File: src/rtl/qam_err_stats.sv
// qam_err_stats: 16-QAM in-phase slicer error statistics.
// Slices each in-phase sample to the nearest of four reference levels,
// accumulates the slicer error (and optionally its square) over one
// averaging period, and publishes the period means on each period strobe.
// Build option: define ERR_SQ_EN to build the squared-error path; without it
// acc_sq_err_out is tied to zero and only the DC error path exists.
module qam_err_stats #(
    parameter logic signed [17:0] REF_LEVEL = 18'sd32768,
    parameter int                 ACC_LOG2  = 20
) (
    input  logic               clk,
    input  logic               reset,
    input  logic               sym_clk_en,
    input  logic               cycle_out_periodic,
    input  logic signed [17:0] in_phs_sig,
    output logic signed [17:0] acc_dc_err_out,
    output logic signed [17:0] acc_sq_err_out
);

    // Accumulator width leaves headroom for 2^ACC_LOG2 full-scale samples.
    localparam int ACC_W = 18 + ACC_LOG2 + 2;

    // Decision levels held in 19 bits so 2a and 3a never wrap.
    localparam logic signed [18:0] LVL_A  = 19'(REF_LEVEL);
    localparam logic signed [18:0] LVL_2A = LVL_A <<< 1;
    localparam logic signed [18:0] LVL_3A = LVL_A + LVL_2A;

    // Nearest-level slicer; ties at 0 and 2a resolve upward.
    function automatic logic signed [18:0] slice_level(input logic signed [18:0] x);
        logic signed [18:0] lvl;
        if (x >= LVL_2A) begin
            lvl = LVL_3A;
        end else if (x >= 19'sd0) begin
            lvl = LVL_A;
        end else if (x >= -LVL_2A) begin
            lvl = -LVL_A;
        end else begin
            lvl = -LVL_3A;
        end
        return lvl;
    endfunction

    // DC error path state
    logic signed [17:0]      e_q,         e_d;
    logic signed [ACC_W-1:0] dc_acc_q,    dc_acc_d;
    logic signed [17:0]      dc_out_q,    dc_out_d;

    // Combinational helpers
    logic signed [18:0]      x_ext_s;
    logic signed [18:0]      diff_s;
    logic signed [17:0]      err_s;
    logic signed [ACC_W-1:0] e_ext_s;
    logic signed [ACC_W-1:0] dc_mean_s;

    // Slicer error of the current sample and the floor-divided DC mean.
    always_comb begin
        x_ext_s   = {in_phs_sig[17], in_phs_sig};
        diff_s    = x_ext_s - slice_level(x_ext_s);
        err_s     = diff_s[17:0];
        e_ext_s   = {{(ACC_W-18){e_q[17]}}, e_q};
        dc_mean_s = dc_acc_q >>> ACC_LOG2;
    end

    // DC path next state: strobe publishes the mean and restarts the sum.
    always_comb begin
        e_d      = e_q;
        dc_acc_d = dc_acc_q;
        dc_out_d = dc_out_q;
        if (sym_clk_en) begin
            e_d = err_s;
            if (cycle_out_periodic) begin
                dc_out_d = dc_mean_s[17:0];
                dc_acc_d = e_ext_s;
            end else begin
                dc_acc_d = dc_acc_q + e_ext_s;
            end
        end else begin
            e_d      = e_q;
            dc_acc_d = dc_acc_q;
            dc_out_d = dc_out_q;
        end
    end

    // DC path registers with synchronous reset.
    always_ff @(posedge clk) begin
        if (reset) begin
            e_q      <= 18'sd0;
            dc_acc_q <= '0;
            dc_out_q <= 18'sd0;
        end else begin
            e_q      <= e_d;
            dc_acc_q <= dc_acc_d;
            dc_out_q <= dc_out_d;
        end
    end

    assign acc_dc_err_out = dc_out_q;

`ifdef ERR_SQ_EN
    // Squared-error path state
    logic signed [17:0]      sq_q,        sq_d;
    logic signed [ACC_W-1:0] sq_acc_q,    sq_acc_d;
    logic signed [17:0]      sq_out_q,    sq_out_d;

    logic signed [35:0]      prod_s;
    logic signed [17:0]      sq_s;
    logic signed [ACC_W-1:0] sq_ext_s;
    logic signed [ACC_W-1:0] sq_mean_s;

    // Square of the registered error, rescaled to s1.17 (never negative).
    always_comb begin
        prod_s    = e_q * e_q;
        sq_s      = prod_s[34:17];
        sq_ext_s  = {{(ACC_W-18){sq_q[17]}}, sq_q};
        sq_mean_s = sq_acc_q >>> ACC_LOG2;
    end

    // Squared path next state, one enable behind the DC path.
    always_comb begin
        sq_d     = sq_q;
        sq_acc_d = sq_acc_q;
        sq_out_d = sq_out_q;
        if (sym_clk_en) begin
            sq_d = sq_s;
            if (cycle_out_periodic) begin
                sq_out_d = sq_mean_s[17:0];
                sq_acc_d = sq_ext_s;
            end else begin
                sq_acc_d = sq_acc_q + sq_ext_s;
            end
        end else begin
            sq_d     = sq_q;
            sq_acc_d = sq_acc_q;
            sq_out_d = sq_out_q;
        end
    end

    // Squared path registers with synchronous reset.
    always_ff @(posedge clk) begin
        if (reset) begin
            sq_q     <= 18'sd0;
            sq_acc_q <= '0;
            sq_out_q <= 18'sd0;
        end else begin
            sq_q     <= sq_d;
            sq_acc_q <= sq_acc_d;
            sq_out_q <= sq_out_d;
        end
    end

    assign acc_sq_err_out = sq_out_q;

    // Bits of the wide intermediates that are intentionally dropped.
    logic unused_bits_s;
    assign unused_bits_s = ^{diff_s[18], dc_mean_s[ACC_W-1:18],
                             prod_s[35], prod_s[16:0], sq_mean_s[ACC_W-1:18]};
`else
    assign acc_sq_err_out = 18'sd0;

    // Bits of the wide intermediates that are intentionally dropped.
    logic unused_bits_s;
    assign unused_bits_s = ^{diff_s[18], dc_mean_s[ACC_W-1:18]};
`endif

endmodule

File: config.mk
export PLATFORM = sky130hd
export DESIGN_NAME = qam_err_stats
export DESIGN_NICKNAME = d
export VERILOG_FILES = /design/src/rtl/qam_err_stats.sv
export SDC_FILE = /design/constraint.sdc
export NUM_CORES = 1
export LEC_CHECK = 0
export CAP_MARGIN = 20
export CORE_MARGIN = 8
export CORE_UTILIZATION = 25
export CTS_BUF_LIST = sky130_fd_sc_hd__clkbuf_8
export CTS_CLUSTER_DIAMETER = 30
export DETAILED_ROUTE_END_ITERATION = 6
export GPL_TIMING_DRIVEN = 1
export PLACE_DENSITY = 0.45
export SLEW_MARGIN = 15
export SYNTH_ARGS = -nofsm -noshare
export SYNTH_HDL_FRONTEND = slang
export SYNTH_SLANG_ARGS = --single-unit
File: constraint.sdc
create_clock -name clk -period 2.99 [get_ports clk]
set_input_delay 0.4485 -clock clk [delete_from_list [all_inputs] [get_ports clk]]
set_output_delay 0.4485 -clock clk [all_outputs]
set_load 0.05 [all_outputs]
==> results.cfg, run 1 <==
[run_status]
outcome = finished, final reports clean

[placed_design]
place_area_sq_um = 6010
port_buffers = 38
gp_congestion = 0.867
dpl.hpwl_um = 10700

[grt]
gr-total-overflow = 0
track_usage = 0.113
grt_pass1_wl_um = 24300
grt_max_degree = 44
antenna_found_initial = 0
grt_pass1_vias = 4978

[synth]
synth_largest_area_cell = dfxtp_1
synth-edff-count = 0
syn_avg_cell_area_sq_um = 7.69
yosysSeqAreaShare = 0.285
syn_area_sq_um = 5200
yosys.area.top_type_share = 0.285
syn_inst = 676
async_flop_share = 0
synth_flop_cell = dfxtp_1
synth-seq-cells = 74
synth_area_leaders = dfxtp_1 28%, ha_1 8.9%, nand2_1 6.4%
yosysWarnings = 0
synth.distinct_cells = 61

[detailed_routing]
drt_iter0_markers = 182
wl_met3_um = 444
wl_per_cell_um = 14.4
dr_wl_met2_um = 6830
wl_met1_um = 6920
routed_via_density = 4.84
top_layer = met4
route.detailed.drc = 0
drtPass1Iterations = 4
totalWireLength_um = 14300
ant_nets = 0
num_vias = 4832

[critical_path]
worst_ep_arrival_time_ns = 3.22
critical_path_required_ns = 3.31
cp_cell_sequence = ha_4 > inv_2 > fa_2 > nor2b_4 > o2111ai_2 > nand2_1 > a311o_1 > a221oi_4 > o21ai_2 > and3_4 > or4b_1 > nand3_1
crit_path_max_incr_delay_ns = 0.52
slowest_stage = or4b_1
critPathKind = flop to flop
end_kind = flop
worstPathMaxFanout = 3
startpoint_type = flop

[clock_tree]
ctsHoldBuffers = 0
clk_latency_ns = 0.38
cts_max_level = 3
cts.sink_count = 74
clk_pin_slew_ns = 0.09
cts_buffers = 9
clock_path_buffers = 2
cts_tree = done
cts-root-buf = clkbuf_8

[pwr]
combPwrFrac = 0.290
power.switching_mw = 0.871
p_clk_frac = 0.278
power.density_nw_per_um2 = 405
finalPower_mw = 2.54
seq_power_share = 0.432
swShare = 0.343
worst_ir_drop_vdd_v = 0.000185
p_leak_nw = 2.64
p_int_mw = 1.67

[timing]
period_share = 0.967
finalHoldViolCount = 0
final.setup.tns_ns = 0
slew_violations = 0
tightest_slew_ns = 0.585
slew_headroom = 0.609
rsz0062_at_grt = yes
fin_skew_ns = 0.0174
period_needed_ns = 2.89
finalSetupViolCount = 0
max_freq_mhz = 346

[layout]
multi_input_area_sq_um = 3520
design_area_sq_um = 6280
fillCellCount = 2227
utilization = 0.309
antennaDiodeCount = 0
nets = 788
area_growth_pct = 20.7
seq_area_sq_um = 1480
layout-drive-gt1-share = 0.132

[floorplanning]
pin_count = 58
die_h_um = 160
coreArea_sq_um = 20300
dieArea_sq_um = 25700
die_w_um = 160
initial_core_util = 0.256
num_rows = 52

[hold_path]
worstHoldPathType = flop to flop

[job]
drv_cap = 0
==> metrics by stage <==
step           hold WS (ns)  instances  worst slack (ns)
2_1_floorplan         0.444        693           0.00599
3_3_place_gp          0.443        985           -0.0187
3_5_place_dp          0.447        985           -0.0610
4_1_cts               0.455        998            0.0357
5_1_grt               0.472        999          -0.00985
6_report              0.453        999            0.0972
==> placed cells by master, fill, tap and decap left out, types with 24 or more instances in the layout <==
cell	n
nand2_1	89
o21ai_0	29
mux2i_1	24
a21oi_1	58
nor2_1	76
a21o_1	24
buf_4	49
ha_1	33
clkdlybuf4s50_1	35
dfxtp_1	72
==> critical path, delay by kind of cell (launching register included) <==
kind / cells / cell delay, ns
flip-flops: 1 / 0.33
adder cells (fa/ha/maj): 2 / 0.39
buffers and inverters: 1 / 0.05
AO/OA/AOI/OAI: 4 / 1.11
AND/OR/NAND/NOR: 5 / 0.96
==> metal layers <==
| metal | track usage | vias to the layer above |
|---|---|---|
| li1 | - | 2469 |
| met1 | 0.138 | 2286 |
| met2 | 0.194 | 63 |
| met3 | 0.0278 | 14 |
| met4 | 0.0302 | 0 |
| met5 | 0 | - |
==> timing repair <==
action / 4_1_cts / 5_1_grt
buffers inserted: 0 / 1
setup endpoints to repair: 3 / 10
resized for setup: 1 / 21
pin swaps: 3 / 12
==> cells in the mapped netlist, types with 4 or more instances <==
library cell	count
a31oi_1	6
o21a_1	9
nor2b_1	8
nor3b_1	7
inv_1	12
nor3_1	18
nand4_1	6
o211ai_1	13
ha_1	37
a21o_1	24
mux2i_1	24
xor2_1	15
dfxtp_1	74
nand2_1	89
nand3_1	11
buf_2	5
a211oi_1	11
and2_1	4
a311oi_1	4
buf_1	8
o21bai_1	8
xnor2_1	8
clkbuf_1	33
o21ai_0	31
a21oi_1	60
nor2_1	77
buf_4	18
==> registers in the layout (all words and copies together), names as in the netlist <==
register	flops
e_q	18
acc_dc_err_out	18
dc_acc_q	38
==> cell type report <==
type	count	area share
Timing Repair Buffer	87	0.117
Clock buffer	11	0.0241
Clock inverter	2	0.00120
Tap cell	270	0.0538
Inverter	12	0.00717
Sequential cell	74	0.236
Multi-Input combinational cell	543	0.561
==> final timing paths <==
| check | to | startpoint | slack (ns) | cells after the start |
|---|---|---|---|---|
| setup / recovery | dc_acc_q[32] | dc_acc_q[0] | 0.1 | 12 |
| hold / removal | acc_dc_err_out[1] | acc_dc_err_out[1] | 0.45 | 2 |
| setup reg to reg | dc_acc_q[32] | dc_acc_q[0] | 0.1 | 12 |
| hold reg to reg | acc_dc_err_out[1] | acc_dc_err_out[1] | 0.45 | 2 |
==> power by group through the flow <==
stage                     Combinational, mW  Clock (mW)  Sequential (mW)
after global placement                0.712           0             1.12
after CTS                             0.727       0.746             1.10
after detailed placement              0.721           0             1.12
after floorplan                       0.505           0             1.13
after global routing                  0.820       0.784             1.11
final                                 0.737       0.707             1.10
==> logic make-up after synthesis <==
| group | share of synthesized area |
|---|---|
| simple gates | 0.218 |
| compound gates | 0.244 |
| xor+xnor | 0.0387 |
| other cells | 0.000721 |
| buf+inv | 0.0691 |
| flops | 0.285 |
| mux | 0.0484 |
| fa+ha+maj | 0.0967 |
(Power assumes the default switching activity.)
==> inputs of run 2 (changes only) <==
- RECOVER_POWER: unset -> 100
==> results.cfg, run 2 (same netlist as run 1, synthesis figures left out) <==
[run_status]
outcome = finished, final reports clean

[placed_design]
place_area_sq_um = 6010
dp_cells = 985
dp_slack_ns = -0.0610
dpl.hpwl_um = 10700
gp_congestion = 0.867
port_buffers = 38

[critical_path]
worstPathMaxFanout = 3
r2r_setup_slack_ns = 0.10
r2r_end = dc_acc_q[32]
r2r-start = dc_acc_q[0]
startpoint_type = flop
critical_path_required_ns = 3.32
end_kind = flop
worst_ep_arrival_time_ns = 3.21
critPathKind = flop to flop
crit_start = dc_acc_q[0]
crit_end = dc_acc_q[32]
reg2reg_depth = 12

[clock_tree]
cts-root-buf = clkbuf_8
cts_buffers = 9
cts.sink_count = 74
ctsHoldBuffers = 0
cts_max_level = 3
clock_path_buffers = 2
clk_latency_ns = 0.38
cts_tree = done
clk_pin_slew_ns = 0.09

[timing]
max_freq_mhz = 346
period_needed_ns = 2.89
final.setup.tns_ns = 0
setup_ws_ns = 0.101
tightest_slew_ns = 1.48
finalSetupViolCount = 0
slew_violations = 0
fin_skew_ns = 0.0176
period_share = 0.966
finalHoldViolCount = 0
rsz0062_at_grt = yes
slew_headroom = 0.0125

[grt]
gr-total-overflow = 0
grt_pass1_wl_um = 24300
track_usage = 0.113
grt_max_degree = 44
antenna_found_initial = 0
grt_pass1_vias = 4978

[layout]
nets = 788
utilization = 0.309
layout-drive-gt1-share = 0.126
final_cell_mix = 89 x nand2_1, 76 x nor2_1, 72 x dfxtp_1, 58 x a21oi_1, 46 x buf_4
largest_reg_flops = 38
max_flop_register = dc_acc_q
fin_cells = 999
design_area_sq_um = 6270
fillCellCount = 2230
area_growth_pct = 20.5
antennaDiodeCount = 0
final_common_cell = nand2_1

[floorplanning]
num_rows = 52
coreArea_sq_um = 20300
die_h_um = 160
dieArea_sq_um = 25700
die_w_um = 160
initial_core_util = 0.256
pin_count = 58

[detailed_routing]
drtPass1Iterations = 4
num_vias = 4834
ant_nets = 0
routed_via_density = 4.84
drt_iter0_markers = 181
totalWireLength_um = 14300
route.detailed.drc = 0
wl_per_cell_um = 14.4

[pwr]
p_int_mw = 1.67
p_leak_nw = 2.69
seq_power_share = 0.432
worst_ir_drop_vdd_v = 0.000185
swShare = 0.343
combPwrFrac = 0.289
power.density_nw_per_um2 = 405
power.switching_mw = 0.871
p_clk_frac = 0.279

[job]
drv_cap = 0

[hold_path]
worstHoldPathType = flop to flop
## run 2: cell count changes in the layout (fill, tap and decap cells not counted), sizes merged
cell           delta
clkdlybuf4s50    -18
clkbuf            +4
dlygate4sd3      +18
buf               -4
## run 2: power by group through the flow
| stage | registers, mW | clock network, mW | logic (mW) |
|---|---|---|---|
| after floorplan | 1.13 | 0 | 0.505 |
| after global placement | 1.12 | 0 | 0.712 |
| after detailed placement | 1.12 | 0 | 0.721 |
| after CTS | 1.10 | 0.746 | 0.727 |
| after global routing | 1.11 | 0.784 | 0.816 |
| final | 1.10 | 0.707 | 0.733 |
## run 2: worst min-delay path by stage
stage	from	endpoint	depth (start not counted)
3_5_place_dp	acc_dc_err_out[1]	acc_dc_err_out[1]	2
5_1_grt	acc_dc_err_out[1]	acc_dc_err_out[1]	2
3_3_place_gp	acc_dc_err_out[2]	acc_dc_err_out[2]	2
2_1_floorplan	dc_acc_q[33]	acc_dc_err_out[13]	2
4_1_cts	reset	e_q[14]	2
6_report	acc_dc_err_out[1]	acc_dc_err_out[1]	2
## run 2: layout make-up
cell class,count,area [sq um],share of cell area
clock buffer,11,151,0.0242
tap,270,338,0.0539
sequential,74,1480,0.237
clock inverter,2,7.51,0.00120
multi-input combinational,543,3520,0.562
inverter,12,45.0,0.00719
timing repair buffer,87,721,0.115
## run 2: stage by stage
| stage | hold WS [ns] | power (mW) |
|---|---|---|
| floorplan | 0.444 | 1.64 |
| global placement | 0.443 | 1.83 |
| detailed placement | 0.447 | 1.84 |
| CTS | 0.455 | 2.57 |
| global route | 0.470 | 2.71 |
| finish | 0.450 | 2.54 |
## run 2: worst max-delay path, cell delays in order (launching register included)
cell and delay, ns:
dfxtp_1 0.33, ha_4 0.17, inv_2 0.05, fa_2 0.22
nor2b_4 0.05, o2111ai_2 0.22, nand2_1 0.12, a311o_1 0.45
a221oi_4 0.34, o21ai_2 0.10, and3_4 0.18, or4b_1 0.52
nand3_1 0.09
## run 2: what timing repair did
item | CTS | global route
gates cloned | 0 | 0
buffers inserted | 0 | 1
endpoints found under the setup margin | 3 | 10
gates resized for setup | 1 | 21
pin swaps | 3 | 12
## run 2: metal layers
layer  vias to the layer above  track usage  share of wire
met5                         -            0              0
met4                         0       0.0302          0.010
met3                        14       0.0278          0.030
met2                        60        0.194           0.47
met1                      2290        0.138           0.49
li1                       2470            -              -
